<file path="config.mk">
export PLATFORM = sky130hd
export DESIGN_NAME = axis_frame_gen_flat
export DESIGN_NICKNAME = d
export VERILOG_FILES = /design/src/rtl/axis_frame_gen_if.sv /design/src/rtl/axis_frame_gen.sv /design/src/flat_wrapper.sv
export SDC_FILE = /design/constraint.sdc
export NUM_CORES = 1
export LEC_CHECK = 0
export CAP_MARGIN = 40
export CORE_UTILIZATION = 45
export DETAILED_ROUTE_END_ITERATION = 8
export DONT_BUFFER_PORTS = 1
export HOLD_SLACK_MARGIN = 0.15
export PLACE_DENSITY_LB_ADDON = 0.1
export SLEW_MARGIN = 20
export SYNTH_ARGS = -nofsm -noshare
export SYNTH_HDL_FRONTEND = slang
export SYNTH_SLANG_ARGS = --single-unit
</file>
<file path="constraint.sdc">
create_clock -name ACLK_in -period 5.85 [get_ports ACLK_in]
set_input_delay 1.4625 -clock ACLK_in [delete_from_list [all_inputs] [get_ports ACLK_in]]
set_output_delay 1.4625 -clock ACLK_in [all_outputs]
set_load 0.1 [all_outputs]
</file>
<file path="src/rtl/axis_frame_gen_if.sv">
// AXI4-Stream video beat bundle between the frame source and its consumer.
// Ports: TDATA_out/TSTRB_out/TVALID_out/TLAST_out/TUSER_out flow from the
// source (master) to the sink (slave); TREADY_in flows back from the sink.
interface axis_frame_gen_if #(
  parameter int DATA_WIDTH = 8
);
  logic [DATA_WIDTH-1:0] TDATA_out;
  logic                  TSTRB_out;
  logic                  TVALID_out;
  logic                  TLAST_out;
  logic                  TUSER_out;
  logic                  TREADY_in;

  modport master (
    output TDATA_out, TSTRB_out, TVALID_out, TLAST_out, TUSER_out,
    input  TREADY_in
  );

  modport slave (
    input  TDATA_out, TSTRB_out, TVALID_out, TLAST_out, TUSER_out,
    output TREADY_in
  );
endinterface

</file>
<file path="src/rtl/axis_frame_gen.sv">
// AXI4-Stream test-pattern frame source with LFSR-driven TVALID gaps.
// Ports: ACLK_in/ARESET_in (sync, active-high); start/abort control; config
// (width/height/frames/mode/const latched at start, gap_en live); axis master
// beat bundle; busy_out level and done_out one-cycle end-of-sequence pulse.
module axis_frame_gen #(
  parameter int          DATA_WIDTH = 8,
  parameter int          DIM_WIDTH  = 11,
  parameter int          RUN_LOG2   = 9,
  parameter int          PAUSE_LOG2 = 3,
  parameter logic [15:0] LFSR_SEED  = 16'hACE1
) (
  input  logic                  ACLK_in,
  input  logic                  ARESET_in,
  input  logic                  start_in,
  input  logic                  abort_in,
  input  logic [DIM_WIDTH-1:0]  width_in,
  input  logic [DIM_WIDTH-1:0]  height_in,
  input  logic [7:0]            frames_in,
  input  logic [1:0]            mode_in,
  input  logic [DATA_WIDTH-1:0] const_in,
  input  logic                  gap_en,
  axis_frame_gen_if.master      axis,
  output logic                  busy_out,
  output logic                  done_out
);

  localparam int RUN_W = RUN_LOG2 + 1;
  localparam int GAP_W = PAUSE_LOG2 + 1;
  localparam logic [DIM_WIDTH-1:0] DIM_ONE = DIM_WIDTH'(1);
  localparam logic [RUN_W-1:0]     RUN_ONE = RUN_W'(1);
  localparam logic [GAP_W-1:0]     GAP_ONE = GAP_W'(1);

  typedef enum logic [1:0] {IDLE, ACTIVE, GAP} state_t;

  state_t state, state_nx;

  logic [DIM_WIDTH-1:0]  width_r, height_r;
  logic [7:0]            frames_r;
  logic [1:0]            mode_r;
  logic [DATA_WIDTH-1:0] const_r;

  logic [DIM_WIDTH-1:0]  x, y, x_nx, y_nx;
  logic [7:0]            frame, frame_nx;
  logic [15:0]           gap_lfsr, pix_lfsr, pix_nx;
  logic [RUN_W-1:0]      run_cnt, run_reload;
  logic [GAP_W-1:0]      gap_cnt, gap_load;

  logic [DATA_WIDTH-1:0] pixel_q;
  logic                  last_q, user_q;
  logic                  done_q, done_nx;
  logic                  abort_pend;

  logic hs, x_end, y_end, seq_end, abort_now, start_ok;

  function automatic logic [15:0] lfsr_next(input logic [15:0] s);
    // x^16 + x^14 + x^13 + x^11 + 1, shifting towards the MSB
    return {s[14:0], s[15] ^ s[13] ^ s[12] ^ s[10]};
  endfunction

  function automatic logic [DATA_WIDTH-1:0] pattern(
    input logic [1:0]            m,
    input logic [DIM_WIDTH-1:0]  px,
    input logic [DIM_WIDTH-1:0]  py,
    input logic [15:0]           l,
    input logic [DATA_WIDTH-1:0] c
  );
    logic [DIM_WIDTH:0]    sum;
    logic [DATA_WIDTH-1:0] res;
    sum = {1'b0, px} + {1'b0, py};
    case (m)
      2'd0:    res = DATA_WIDTH'(sum);
      2'd1:    res = (px[3] ^ py[3]) ? '1 : '0;
      2'd2:    res = c;
      default: res = l[DATA_WIDTH-1:0];
    endcase
    return res;
  endfunction

  assign hs         = (state == ACTIVE) && axis.TREADY_in;
  assign x_end      = (x == width_r - DIM_ONE);
  assign y_end      = (y == height_r - DIM_ONE);
  assign seq_end    = x_end && y_end && (frames_r != 8'd0) && (frame == frames_r - 8'd1);
  // An abort seen while stalled is remembered until the beat is accepted.
  assign abort_now  = abort_in || abort_pend;
  assign start_ok   = start_in && (width_in != '0) && (height_in != '0);
  assign run_reload = {1'b0, gap_lfsr[RUN_LOG2-1:0]} + RUN_ONE;
  assign gap_load   = {1'b0, gap_lfsr[PAUSE_LOG2-1:0]} + GAP_ONE;

  // Coordinates and pixel-LFSR state of the beat following the current one.
  always_comb begin
    x_nx     = x + DIM_ONE;
    y_nx     = y;
    frame_nx = frame;
    pix_nx   = lfsr_next(pix_lfsr);
    if (x_end) begin
      x_nx = '0;
      y_nx = y + DIM_ONE;
      if (y_end) begin
        y_nx     = '0;
        frame_nx = frame + 8'd1;
        pix_nx   = LFSR_SEED;  // each frame replays the same pseudo-random data
      end
    end
  end

  always_ff @(posedge ACLK_in) begin
    if (ARESET_in) state <= IDLE;
    else           state <= state_nx;
  end

  always_comb begin
    state_nx = state;
    done_nx  = 1'b0;
    case (state)
      IDLE: begin
        if (start_ok) state_nx = ACTIVE;
      end
      ACTIVE: begin
        if (hs) begin
          if (seq_end || abort_now) begin
            state_nx = IDLE;
            done_nx  = 1'b1;
          end else if ((run_cnt == RUN_ONE) && gap_en) begin
            state_nx = GAP;
          end
        end
      end
      GAP: begin
        if (abort_now) begin
          state_nx = IDLE;
          done_nx  = 1'b1;
        end else if (gap_cnt == GAP_ONE) begin
          state_nx = ACTIVE;
        end
      end
      default: state_nx = IDLE;
    endcase
  end

  always_ff @(posedge ACLK_in) begin
    if (ARESET_in) begin
      width_r    <= '0;
      height_r   <= '0;
      frames_r   <= '0;
      mode_r     <= '0;
      const_r    <= '0;
      x          <= '0;
      y          <= '0;
      frame      <= '0;
      gap_lfsr   <= LFSR_SEED;
      pix_lfsr   <= LFSR_SEED;
      run_cnt    <= '0;
      gap_cnt    <= '0;
      pixel_q    <= '0;
      last_q     <= 1'b0;
      user_q     <= 1'b0;
      done_q     <= 1'b0;
      abort_pend <= 1'b0;
    end else begin
      done_q <= done_nx;

      if (state != IDLE) gap_lfsr <= lfsr_next(gap_lfsr);

      if (state_nx == IDLE)                  abort_pend <= 1'b0;
      else if (abort_in && (state != IDLE))  abort_pend <= 1'b1;

      case (state)
        IDLE: begin
          if (start_ok) begin
            width_r  <= width_in;
            height_r <= height_in;
            frames_r <= frames_in;
            mode_r   <= mode_in;
            const_r  <= const_in;
            x        <= '0;
            y        <= '0;
            frame    <= '0;
            pix_lfsr <= LFSR_SEED;
            run_cnt  <= run_reload;
            pixel_q  <= pattern(mode_in, '0, '0, LFSR_SEED, const_in);
            last_q   <= (width_in == DIM_ONE);
            user_q   <= 1'b1;
          end
        end
        ACTIVE: begin
          if (hs) begin
            if (state_nx == IDLE) begin
              pixel_q <= '0;
              last_q  <= 1'b0;
              user_q  <= 1'b0;
            end else begin
              x        <= x_nx;
              y        <= y_nx;
              frame    <= frame_nx;
              pix_lfsr <= pix_nx;
              pixel_q  <= pattern(mode_r, x_nx, y_nx, pix_nx, const_r);
              last_q   <= (x_nx == width_r - DIM_ONE);
              user_q   <= (x_nx == '0) && (y_nx == '0);
              if (state_nx == GAP) begin
                run_cnt <= '0;
                gap_cnt <= gap_load;
              end else if (run_cnt == RUN_ONE) begin
                run_cnt <= run_reload;  // run expired with gaps disabled
              end else begin
                run_cnt <= run_cnt - RUN_ONE;
              end
            end
          end
        end
        GAP: begin
          if (state_nx == IDLE) begin
            pixel_q <= '0;
            last_q  <= 1'b0;
            user_q  <= 1'b0;
          end else if (state_nx == ACTIVE) begin
            run_cnt <= run_reload;
          end else begin
            gap_cnt <= gap_cnt - GAP_ONE;
          end
        end
        default: ;
      endcase
    end
  end

  assign axis.TVALID_out = (state == ACTIVE);
  assign axis.TSTRB_out  = (state == ACTIVE);
  assign axis.TDATA_out  = pixel_q;
  assign axis.TLAST_out  = last_q;
  assign axis.TUSER_out  = user_q;
  assign busy_out        = (state != IDLE);
  assign done_out        = done_q;

endmodule

</file>
<file path="src/flat_wrapper.sv">
// flat-port wrapper written by rule: the top's interface ports become plain ports
module axis_frame_gen_flat 
#(
  parameter int          DATA_WIDTH = 8,
  parameter int          DIM_WIDTH  = 11,
  parameter int          RUN_LOG2   = 9,
  parameter int          PAUSE_LOG2 = 3,
  parameter logic [15:0] LFSR_SEED  = 16'hACE1
)
  (ACLK_in, ARESET_in, start_in, abort_in, width_in, height_in, frames_in, mode_in, const_in, gap_en, busy_out, done_out, axis_TDATA_out, axis_TSTRB_out, axis_TVALID_out, axis_TLAST_out, axis_TUSER_out, axis_TREADY_in);
  axis_frame_gen_if #(.DATA_WIDTH(DATA_WIDTH)) axis_i ();
  input  logic ACLK_in;
  input  logic ARESET_in;
  input  logic start_in;
  input  logic abort_in;
  input  logic [DIM_WIDTH-1:0] width_in;
  input  logic [DIM_WIDTH-1:0] height_in;
  input  logic [7:0] frames_in;
  input  logic [1:0] mode_in;
  input  logic [DATA_WIDTH-1:0] const_in;
  input  logic gap_en;
  output logic busy_out;
  output logic done_out;
  output wire logic [$bits(axis_i.TDATA_out)-1:0] axis_TDATA_out;
  output wire logic [$bits(axis_i.TSTRB_out)-1:0] axis_TSTRB_out;
  output wire logic [$bits(axis_i.TVALID_out)-1:0] axis_TVALID_out;
  output wire logic [$bits(axis_i.TLAST_out)-1:0] axis_TLAST_out;
  output wire logic [$bits(axis_i.TUSER_out)-1:0] axis_TUSER_out;
  input wire logic [$bits(axis_i.TREADY_in)-1:0] axis_TREADY_in;
  assign axis_TDATA_out = axis_i.TDATA_out;
  assign axis_TSTRB_out = axis_i.TSTRB_out;
  assign axis_TVALID_out = axis_i.TVALID_out;
  assign axis_TLAST_out = axis_i.TLAST_out;
  assign axis_TUSER_out = axis_i.TUSER_out;
  assign axis_i.TREADY_in = axis_TREADY_in;
  axis_frame_gen #(.DATA_WIDTH(DATA_WIDTH), .DIM_WIDTH(DIM_WIDTH), .RUN_LOG2(RUN_LOG2), .PAUSE_LOG2(PAUSE_LOG2), .LFSR_SEED(LFSR_SEED)) u_core (.ACLK_in(ACLK_in), .ARESET_in(ARESET_in), .start_in(start_in), .abort_in(abort_in), .width_in(width_in), .height_in(height_in), .frames_in(frames_in), .mode_in(mode_in), .const_in(const_in), .gap_en(gap_en), .axis(axis_i), .busy_out(busy_out), .done_out(done_out));
endmodule
</file>
==> After elaboration in Yosys (flattened, before gate mapping) <==
Cells that the tools add are included.
{ "totals": {"regBits": 130, "latch_bits": 0, "ramBits": 0, "rom_bits": 0, "inputBits": 46, "output_inout_bits": 14, "wordCells": 157, "mem_count": 0} }
{ "classes": {"addsub": 11, "mul": 0, "div": 0, "n_lt_le_gt_ge": 0, "eq_ne": 25, "n_shift": 0, "n_mux": 64, "bitwise": 7, "reduce_logical": 32} }
{ "op_table": {"columns": ["cell", "n"], "rows": [
  ["$mux 11", 8],
  ["$mux 16", 5],
  ["$mux 8", 10],
  ["$mux 10", 7],
  ["$pmux 8 s3", 2],
  ["$pmux 11 s2", 2],
  ["$eq 11x11->1", 3],
  ["$pmux 16 s2", 1],
  ["$pmux 8 s2", 2],
  ["$pmux 10 s3", 1],
  ["$add 11x1->11 const B", 2],
  ["$logic_not 11->1", 2],
  ["$reduce_bool 11->1", 2],
  ["$sub 11x1->11 const B", 2],
  ["$mux 4", 5],
  ["$reduce_and 6->1", 3],
  ["$ne 2x1->1 const B", 7],
  ["$mux 2", 6],
  ["$eq 11x1->1 const B", 1],
  ["$add 9x1->10 const B", 1],
  ["$eq 10x1->1 const B", 1],
  ["$mux 1", 10],
  ["$sub 10x1->10 const B", 1],
  ["$logic_and 1x1->1", 9],
  ["other kinds (23)", 46]
]} }

==> Depth between registers and ports, before layout <==
Gate-level depths: netlist of the first run.
{ "logic_depth": {"word_depth": 14, "ltp_mapped": 19} }

==> Worst setup path before layout of the first run <==
No wires, ideal clock.
{ "synth_timing": {"path_type": "flip-flop to flip-flop", "start": "register u_core.width_r[0]", "end": "register u_core.pixel_q[6] (netlist: u_core.axis.TDATA_out[6])", "setup_ns": 0.115, "t_arrival_ns": 4.344, "required_ns": 5.735, "setup_slack_ns": 1.390, "stages_incl_launch_ff": 19, "period_less_slack_ns": 4.460, "cell_sequence": "dfxtp_1 -> inv_1 -> ha_1 -> nor4b_4 -> nand3_1 -> o221a_1 -> or3_1 -> buf_6 -> clkbuf_1 -> nor3_1 -> a21oi_1 -> o21ai_0 -> ha_1 -> inv_1 -> nor2_1 -> a221o_1 -> a221o_1 -> or4_1 -> and3_1"} }
{ "synth_via": {"elab_chain_len": 13, "word_cells_on_any_way": 22, "cone_classes": "add/sub: 2; eq/ne: 2; mux: 11; bitwise: 1; reduce/logical: 6"} }
{ "synth_lines": {"columns": ["item", "line", "source"], "rows": [
  ["start, declared", "axis_frame_gen.sv:37", "logic [DIM_WIDTH-1:0] width_r, height_r;"],
  ["start signal, assigned", "axis_frame_gen.sv:170", "width_r <= width_in;"],
  ["$sub 11x1->11 *", "axis_frame_gen.sv:80", "assign x_end = (x == width_r - DIM_ONE);"],
  ["$eq 11x11->1 *", "axis_frame_gen.sv:80", null],
  ["branches (longest 11 deep; another with $add 8x8->8)", null, null],
  ["end signal, assigned", "axis_frame_gen.sv:180", "pixel_q <= pattern(mode_in, '0, '0, LFSR_SEED, const_in);"],
  ["end signal, assigned", "axis_frame_gen.sv:196", "pixel_q <= pattern(mode_r, x_nx, y_nx, pix_nx, const_r);"],
  ["end, declared", "axis_frame_gen.sv:48", "logic [DATA_WIDTH-1:0] pixel_q;"]
]} }
Every way passes the cells marked *. The select of a mux whose other input is x is not followed.
A chain may end at the register's enable or synchronous reset.

==> Worst setup path in the final report of the first run <==
{ "layout_timing": {"start": "register u_core.height_r[0]", "end": "register u_core.pixel_q[6] (netlist: u_core.axis.TDATA_out[6])"} }
{ "layout_via": {"elab_chain_len": 13, "word_cells_on_any_way": 23, "cone_classes": "add/sub: 2; eq/ne: 2; mux: 12; bitwise: 1; reduce/logical: 6"} }
{ "layout_lines": {"columns": ["item", "line", "source"], "rows": [
  ["start, declared", "axis_frame_gen.sv:37", null],
  ["start signal, assigned", "axis_frame_gen.sv:171", "height_r <= height_in;"],
  ["$sub 11x1->11 *", "axis_frame_gen.sv:81", "assign y_end = (y == height_r - DIM_ONE);"],
  ["$eq 11x11->1 *", "axis_frame_gen.sv:81", null],
  ["branches (longest 11 deep; another with $add 8x8->8)", null, null]
]} }
Marks and branches as above.

==> results.md, run 1 <==
* Synth Cell Area at 8380 um^2
* Final Hold Fails at 0
* Num CTS Buffers at 17
* Die width at 138 um
* RSZ-0062 raised after global routing: false
* Main flop type after synthesis: dfxtp_1
* Max-slew violations at 0
* Max Clk Rate at 211 MHz
* # IOs at 60
* Dominant cell type by area after synthesis: dfxtp_1
* PD cells at 285 nW/um^2
* Crit path required time at 6.16 ns
* Root Buffer Master: clkbuf_16
* CP endpoint kind: register
* Initial antenna violation count at 0
* Nets@finish at 1154
* Filler cells at 1770
* DRC Markers at 0
* Average cell area after synthesis at 7.56 um^2
* Fin crit share at 0.812
* Hold_ws at 0.452 ns
* CTS Buffer Depth at 2
* Initial Util at 0.463
* Fin Setup TNS at 0 ns
* Distinct cells, synth at 84
* Port Buffer Count at 0
* N_diodes at 0
* Pre-Repair DR Iteration Count at 5
* Gp weighted congestion at 0.872
* # clock sinks at 130
* Die area at 19200 um^2
* Worst EP arrival at 5.06 ns
* Outcome: finished clean
* Vias in the first global route at 7105
* DP HPWL at 16400 um
* Vias after detailed routing at 7701
* Yosys warns at 0
* Placed cell areas at 8680 um^2
* Startpoint class of the critical path: register
* Initial drt markers at 583
* Tot GR Track Use at 0.245
* Class of the worst hold path: reg -> reg
* Via-to-Cell Ratio at 5.80
* Synthesized netlist cell count at 1109
* Worst-path clk slew at 0.06 ns
* Pleak at 0.00347 uW
* Sequential fraction of the synthesis area at 0.311
* Core area at 18100 um^2
* Postcts setup bufs at 0
* Global-route wire length before repair at 37600 um
* Synth Register Bits at 130
* Design area at 9270 um^2
* Ys async rst share at 0
* Cell Rows at 49
* Register area at 2600 um^2
* Largest net degree at the start of global routing at 98
* Rel. slew slack at 0.491
* Post-Route Utilization at 0.513
* Area growth syn-to-layout at 10.6%
* Number of flops mapped to enable cells by yosys at 0
* Maximum Capacitance Violations at 0
* Endpoints failing setup at 0
* Post-Syn Nets at 1178
* Htree depth at 4
* CTS tree: done
* Routed WL at 22800 um
* CP Class: reg -> reg
* Fin crit period at 4.75 ns
* DR WL/cell at 17.2 um
* Multi-input logic area at 5260 um^2
* Yosys top cell area share at 0.311
* Worst-margin pin slew at 0.764 ns
* Die Y-Extent at 138 um
* Final ANT Viol Nets at 0
* Critical path peak fanout at 8
* Post-CTS Resized at 0
* Skew final at 0.0122 ns
* Top cells by area, synth: dfxtp_1 31%, nand2_1 7.5%, a21oi_1 5.8%
* Hold bufs inserted after CTS at 0
* Grt ovf at 0
* Peak supply drop at 0.000204 V
* Worst-Skew Late Latency at 0.43 ns
* Share of layout cells above drive strength 1 at 0.0792
-- worst max-delay path: stages, from the launching register on --
cell and delay [ns]:
dfxtp_1 0.39, inv_1 0.09, ha_1 0.25, or4b_1 0.56, nor4_1 0.33, xnor2_1 0.16, and4_2 0.26, nand3_1 0.26
nand2b_1 0.24, o21ai_0 0.23, ha_1 0.30, inv_1 0.07, fa_1 0.21, nor2_1 0.05, a221o_1 0.35, a221o_1 0.32
or4_1 0.40, and3_1 0.19
-- logic make-up after synthesis --
logic type	synth area share
AOI/OAI and AO/OA	0.195
xor gates and xnor gates	0.0909
adders and majority gates	0.0352
buffers and inverters	0.0642
DFF	0.311
muxes	0.0379
and+or+nand+nor	0.266
-- where the power goes --
part           total [uW]  internal, uW  switching, uW  leakage, uW
clock network        1060           609            449     0.000280
logic                 582           234            348      0.00213
registers            1000           937           67.9      0.00106
total                2640          1780            865      0.00347
-- placed cells by master, fill, tap and decap left out, types with 4 or more instances in the layout --
cell	n
buf_16	7
nand3_1	39
nor3_1	41
o22a_1	4
and2_1	4
or4_1	7
a22oi_1	21
nor4_1	14
nand2b_1	6
dfxtp_1	130
o22ai_1	6
a311oi_1	4
mux2i_1	25
clkbuf_16	17
or2_2	4
o211ai_1	4
a21oi_1	96
o21ai_1	4
inv_6	8
buf_8	6
a211oi_1	7
nor2_1	114
buf_4	11
xor2_1	32
nand3b_1	11
nor3b_1	6
nand4_1	8
nand2_1	167
or3_1	11
and3_1	8
xnor2_1	52
inv_1	42
nor2b_1	7
o21ai_0	57
ha_1	21
a31oi_1	15
-- state kept, by name, summed over array words and instances, names as in the netlist, 4 cells and up --
signal                 flops
u_core.y                  11
u_core.x                  11
u_core.axis.TDATA_out      8
u_core.const_r             8
u_core.frames_r            8
u_core.height_r           11
u_core.frame               8
u_core.gap_cnt             4
u_core.gap_lfsr           16
u_core.width_r            11
u_core.pix_lfsr           16
u_core.run_cnt            10
-- layout make-up --
cell class	count	share of cell area
multi-input cells	868	0.567
well taps	229	0.0309
clock buffers	18	0.0474
inverters	42	0.0170
repair buffers	26	0.0414
flip-flops and latches	130	0.281
clock inverters	14	0.0152
-- Yosys cell counts (4+ instances only) --
master / n
and2_1: 4
or4_1: 7
mux2i_1: 25
nand2b_1: 6
clkbuf_1: 45
xnor2_1: 52
nor3_1: 41
xor2_1: 32
or3_1: 11
nor4_1: 14
or2_2: 4
nor3b_1: 6
and3_1: 8
a21oi_1: 97
nand3_1: 39
o22a_1: 4
a311oi_1: 4
nand4_1: 8
nand3b_1: 11
o22ai_1: 6
dfxtp_1: 130
buf_1: 5
inv_1: 42
o211ai_1: 4
buf_2: 5
o21ai_0: 58
a31oi_1: 15
clkbuf_8: 7
ha_1: 22
a22oi_1: 21
nor2_1: 115
a211oi_1: 7
nor2b_1: 7
nand2_1: 167
-- path summary, 6_finish.rpt --
kind,end,slack [ns],start,depth (start not counted)
max,u_core.axis.TDATA_out[6]$_SDFFE_PP0P_,1.10,u_core.height_r[0]$_SDFFE_PP0P_,17
min,u_core.pix_lfsr[8]$_SDFFE_PP0P_,0.45,u_core.pix_lfsr[8]$_SDFFE_PP0P_,2
max reg2reg,u_core.axis.TDATA_out[6]$_SDFFE_PP0P_,1.10,u_core.height_r[0]$_SDFFE_PP0P_,17
min reg2reg,u_core.pix_lfsr[8]$_SDFFE_PP0P_,0.45,u_core.pix_lfsr[8]$_SDFFE_PP0P_,2
-- metrics by stage --
step / setup WS (ns) / power (uW) / cells
3_3_place_gp: 1.13 / 1560 / 1278
2_1_floorplan: 1.39 / 1460 / 1109
4_1_cts: 1.13 / 2660 / 1326
6_report: 1.10 / 2640 / 1327
3_5_place_dp: 1.14 / 1600 / 1294
5_1_grt: 0.672 / 2770 / 1327
-- per-layer routing --
layer  share of wire  vias to the layer above  track usage
met5               0                        -            0
met3           0.040                       36       0.0409
met1            0.48                     3626        0.336
met2            0.46                      173        0.380
li1                -                     3866            -
met4           0.028                        0        0.102
No activity file was read; power rests on OpenSTA's default activity.
==> inputs of run 2 (changes only) <==
Clock period 5.85 ns to 4.34 ns, I/O delays scaled along.
==> results.md, run 2 (synthesized netlist as in run 1, its figures left out) <==
* Outcome: finished with violations
* Failing checks: DRC
* Global-route wire length before repair at 37700 um
* Inst Count DP at 1321
* Net Sw Frac at 0.328
* Max stage delay on crit path at 0.40 ns
* Pleak at 0.00361 uW
* Area growth syn-to-layout at 13.6%
* Biggest regs: u_core.gap_lfsr x16, u_core.pix_lfsr x16
* Pre-Repair DR Iteration Count at 7
* Grt ovf at 0
* R2R depth at 19
* Gp weighted congestion at 0.868
* Vias in the first global route at 7237
* Startpoint class of the critical path: register
* Fin crit period at 4.18 ns
* Port Buffer Count at 0
* Final Hold Fails at 0
* Total power at 3580 uW
* CTS tree: done
* Worst setup startpoint: u_core.width_r[0]$_SDFFE_PP0P_
* CP max-delay cell: or3_1
* Class of the worst hold path: reg -> reg
* Final std cells w/o fill at 1354
* CP Class: reg -> reg
* Final ANT Viol Nets at 0
* Max Clk Rate at 239 MHz
* Max-slew violations at 0
* Placed cell areas at 8880 um^2
* Multi-input logic area at 5320 um^2
* R2R Setup Slk at 0.16 ns
* Filler cells at 1764
* Critical path peak fanout at 5
* Initial Util at 0.463
* Worst-path clk slew at 0.06 ns
* Clock Power Share at 0.396
* Design area at 9520 um^2
* Maximum Capacitance Violations at 0
* Endpoints failing setup at 0
* Worst EP arrival at 4.49 ns
* Worst-margin pin slew at 0.762 ns
* DR WL/cell at 16.9 um
* Initial drt markers at 507
* Worst r2r src: u_core.width_r[0]$_SDFFE_PP0P_
* Skew final at 0.0108 ns
* Register area at 2610 um^2
* Routed WL at 22900 um
* Vias after detailed routing at 7722
* Nets@finish at 1181
* Internal power at 2400 uW
* CP cell instances: inv_1 -> ha_2 -> nor4b_4 -> buf_4 -> buf_4 -> a21oi_1 -> a31oi_1 -> o221a_1 -> or3_1 -> nor3_1 -> a21oi_1 -> o21ai_2 -> ha_2 -> inv_2 -> nor2_1 -> a221o_1 -> a221o_1 -> or4_1 -> and3_1
* RSZ-0062 raised after global routing: true
* Worst Path Buf+Inv at 4
* # clock sinks at 130
* Fin crit share at 0.963
* DP HPWL at 16500 um
* Most common cell after layout, fill and taps aside: nand2_1
* Core area at 18100 um^2
* Via-to-Cell Ratio at 5.70
* Crit path required time at 4.65 ns
* # IOs at 60
* Gate power share at 0.227
* Crit. path cell count at 19
* Root Buffer Master: clkbuf_16
* CTS Buffer Depth at 2
* Commonest non-fill, non-tap cells in the layout: 167 x nand2_1, 128 x dfxtp_1, 113 x nor2_1
* Die area at 19200 um^2
* Critical path endpoint: u_core.axis.TDATA_out[6]$_SDFFE_PP0P_
* R2r endpoint: u_core.axis.TDATA_out[6]$_SDFFE_PP0P_
* DRC Markers at 6
* Initial antenna violation count at 0
* Num CTS Buffers at 17
* Die width at 138 um
* Hold bufs inserted after CTS at 0
* Sequential share of power at 0.376
* Worst-Skew Late Latency at 0.42 ns
* CP endpoint kind: register
* Psw at 1170 uW
* PD cells at 376 nW/um^2
* Largest net degree at the start of global routing at 98
* Tot GR Track Use at 0.245
* Peak supply drop at 0.000362 V
* Share of layout cells above drive strength 1 at 0.116
* Htree depth at 4
* N_diodes at 0
* Die Y-Extent at 138 um
* Delay-heaviest family, CP: compound AO/OA/AOI/OAI gates
* Cell Rows at 49
* Rel. slew slack at 0.492
## run 2: cell count changes in the layout (fill, tap and decap cells not counted), moves of 2 or more
| cell | delta |
|---|---|
| clkinvlp_4 | +2 |
| dfxtp_2 | +2 |
| nand2b_1 | -2 |
| o21ai_0 | -3 |
| dfxtp_1 | -2 |
| ha_1 | -2 |
| ha_2 | +2 |
| o21ai_2 | +4 |
| inv_6 | -3 |
| buf_4 | +29 |
| inv_8 | +2 |
## run 2: metrics by stage
| step | hold slack [ns] | utilization | setup slack [ns] | setup TNS, ns |
|---|---|---|---|---|
| after global routing | 0.466 | 0.526 | -0.0728 | -0.107 |
| after detailed placement | 0.438 | 0.491 | 0.103 | 0 |
| after floorplan | 0.432 | - | 0.0218 | 0 |
| after CTS | 0.446 | 0.523 | 0.0704 | 0 |
| final | 0.452 | 0.526 | 0.159 | 0 |
| after global placement | 0.436 | 0.476 | 0.174 | 0 |
## run 2: tightest hold or removal path, cell delays in order (launching register included)
cell,delay [ns]
dfxtp_1,0.31
nand2_1,0.05
a21oi_1,0.05
## run 2: how the worst min path moves through the flow
stage	start	end	slack, ns	depth (start not counted)
3_3_place_gp	u_core.const_r[7]$_SDFFE_PP0P_	u_core.const_r[7]$_SDFFE_PP0P_	0.44	2
5_1_grt	u_core.pix_lfsr[8]$_SDFFE_PP0P_	u_core.pix_lfsr[8]$_SDFFE_PP0P_	0.47	2
2_1_floorplan	u_core.const_r[2]$_SDFFE_PP0P_	u_core.const_r[2]$_SDFFE_PP0P_	0.43	2
3_5_place_dp	u_core.pix_lfsr[14]$_SDFFE_PP0P_	u_core.pix_lfsr[14]$_SDFFE_PP0P_	0.44	2
6_report	u_core.pix_lfsr[14]$_SDFFE_PP0P_	u_core.pix_lfsr[14]$_SDFFE_PP0P_	0.45	2
4_1_cts	u_core.pix_lfsr[14]$_SDFFE_PP0P_	u_core.pix_lfsr[14]$_SDFFE_PP0P_	0.45	2
## run 2: layer usage
metal  vias to the layer above  track usage  share of wire
li1                       3922            -              -
met1                      3615        0.333           0.48
met2                       153        0.392           0.46
met3                        32       0.0412          0.036
met4                         0       0.0875          0.023
met5                         -            0              0
## run 2: what timing repair did
item | CTS | global route
setup buffers | 0 | 1
gates resized for setup | 0 | 19
setup endpoints to repair | 0 | 53
## run 2: area by class of cell
class	count	area share
Clock buffer	18	0.0451
Timing Repair Buffer	53	0.0605
Clock inverter	14	0.0151
Inverter	42	0.0166
Tap cell	229	0.0301
Multi-Input combinational cell	868	0.559
Sequential cell	130	0.274
## run 2: power groups by stage
stage	clock [uW]	sequential (uW)	combinational, uW
final	1420	1350	814
after global routing	1490	1360	898
after CTS	1440	1340	806
after detailed placement	0	1370	802
after global placement	0	1440	679
after floorplan	0	1410	565
==> inputs of run 3 (changes only) <==
Clock period 4.34 ns to 4.7 ns, I/O delays scaled along.
==> results.md, run 3 (synthesized netlist as in run 1, its figures left out) <==
* Outcome: finished clean
* Hold_ws at 0.453 ns
* Commonest non-fill, non-tap cells in the layout: 167 x nand2_1, 130 x dfxtp_1, 114 x nor2_1
* Vias after detailed routing at 7683
* Skew final at 0.0109 ns
* Tot GR Track Use at 0.244
* Share of layout cells above drive strength 1 at 0.0910
* Via-to-Cell Ratio at 5.74
* Largest net degree at the start of global routing at 98
* Most common cell after layout, fill and taps aside: nand2_1
* Initial Util at 0.463
* Critical path peak fanout at 8
* DR WL/cell at 17.1 um
* Internal power at 2210 uW
* Port Buffer Count at 0
* Max Clk Rate at 224 MHz
* RSZ-0062 raised after global routing: false
* Die Y-Extent at 138 um
* Crit path required time at 5.02 ns
* Max-slew violations at 0
* Gate power share at 0.221
* Nets@finish at 1166
* Worst-path clk slew at 0.06 ns
* Min setup slack post-route at 0.244 ns
* PD cells at 351 nW/um^2
* Num CTS Buffers at 17
* Peak supply drop at 0.000267 V
* Startpoint class of the critical path: register
* Psw at 1080 uW
* Worst-Skew Late Latency at 0.43 ns
* N_diodes at 0
* Routed WL at 22900 um
* Initial antenna violation count at 0
* # clock sinks at 130
* Maximum Capacitance Violations at 0
* Root Buffer Master: clkbuf_16
* CP endpoint kind: register
* CTS tree: done
* Final ANT Viol Nets at 0
* Biggest regs: u_core.gap_lfsr x16, u_core.pix_lfsr x16
* Vias in the first global route at 7234
* Final Hold Fails at 0
* Fin Setup TNS at 0 ns
* CTS Buffer Depth at 2
* Worst EP arrival at 4.78 ns
* Worst-margin pin slew at 0.834 ns
* Core area at 18100 um^2
* Die area at 19200 um^2
* Net Sw Frac at 0.329
* DP HPWL at 16700 um
* # IOs at 60
* Pleak at 0.00354 uW
* DRC Markers at 0
* Clock Power Share at 0.399
* Initial drt markers at 557
* CP Class: reg -> reg
* Gp weighted congestion at 0.901
* Fin crit period at 4.46 ns
* Htree depth at 4
* Endpoints failing setup at 0
* Global-route wire length before repair at 37400 um
* Grt ovf at 0
* Rel. slew slack at 0.444
* Dpl ws at 0.173 ns
* Hold bufs inserted after CTS at 0
* Sequential share of power at 0.380
* Area growth syn-to-layout at 12.0%
* Cell Rows at 49
* Class of the worst hold path: reg -> reg
* Fin crit share at 0.948
* Pre-Repair DR Iteration Count at 5
* Die width at 138 um
## run 3: repair_timing
| action | 4_1_cts | 5_1_grt |
|---|---|---|
| endpoints found under the setup margin | 0 | 4 |
| resized for setup | 0 | 4 |
| buffers inserted | 0 | 1 |
## run 3: per-layer routing
metal	part of all wire	track usage	routed length, um	vias up
met5	0	0	0	-
met4	0.017	0.0840	395	0
met3	0.034	0.0412	784	25
met2	0.47	0.401	10800	151
met1	0.48	0.322	10900	3616
li1	-	-	-	3891
## run 3: layout make-up
type	instances	area (um^2)
Clock buffer	18	429
Clock inverter	14	145
Fill cell	1753	8700
Inverter	42	158
Multi-Input combinational cell	868	5280
Sequential cell	130	2600
Tap cell	229	287
Timing Repair Buffer	38	483
## run 3: metrics by stage
stage / total power (uW) / instance area, um^2 / cells / util
after detailed placement: 1990 / 8780 / 1306 / 0.486
after global routing: 3450 / 9380 / 1339 / 0.519
after global placement: 1930 / 8480 / 1292 / 0.469
after CTS: 3310 / 9360 / 1338 / 0.517
after floorplan: 1820 / 8380 / 1109 / -
final: 3290 / 9380 / 1339 / 0.519
## run 3: worst max-delay path, cell delays in order (launching register included)
cell and delay [ns]:
dfxtp_1 0.38, inv_1 0.08, ha_1 0.25, or4b_1 0.57
nor4_2 0.30, xnor2_1 0.14, and4_2 0.25, nand3_1 0.19
nand2b_1 0.21, o21ai_0 0.17, ha_1 0.26, inv_1 0.06
fa_1 0.20, nor2_1 0.05, a221o_1 0.34, a221o_1 0.32
or4_1 0.38, and3_1 0.18
## run 3: power groups by stage
stage	combinational, uW	clock, uW	sequential [uW]
after floorplan	521	0	1300
after global placement	601	0	1330
after detailed placement	720	0	1270
after CTS	724	1340	1250
after global routing	801	1390	1260
final	729	1310	1250
## run 3: worst paths after layout
check,from,endpoint,slack [ns],cells after the start
worst min-delay path,u_core.pix_lfsr[9]$_SDFFE_PP0P_,u_core.pix_lfsr[9]$_SDFFE_PP0P_,0.45,2
worst min register to register,u_core.pix_lfsr[9]$_SDFFE_PP0P_,u_core.pix_lfsr[9]$_SDFFE_PP0P_,0.45,2
worst max-delay path,u_core.height_r[0]$_SDFFE_PP0P_,u_core.axis.TDATA_out[6]$_SDFFE_PP0P_,0.24,17
worst max register to register,u_core.height_r[0]$_SDFFE_PP0P_,u_core.axis.TDATA_out[6]$_SDFFE_PP0P_,0.24,17
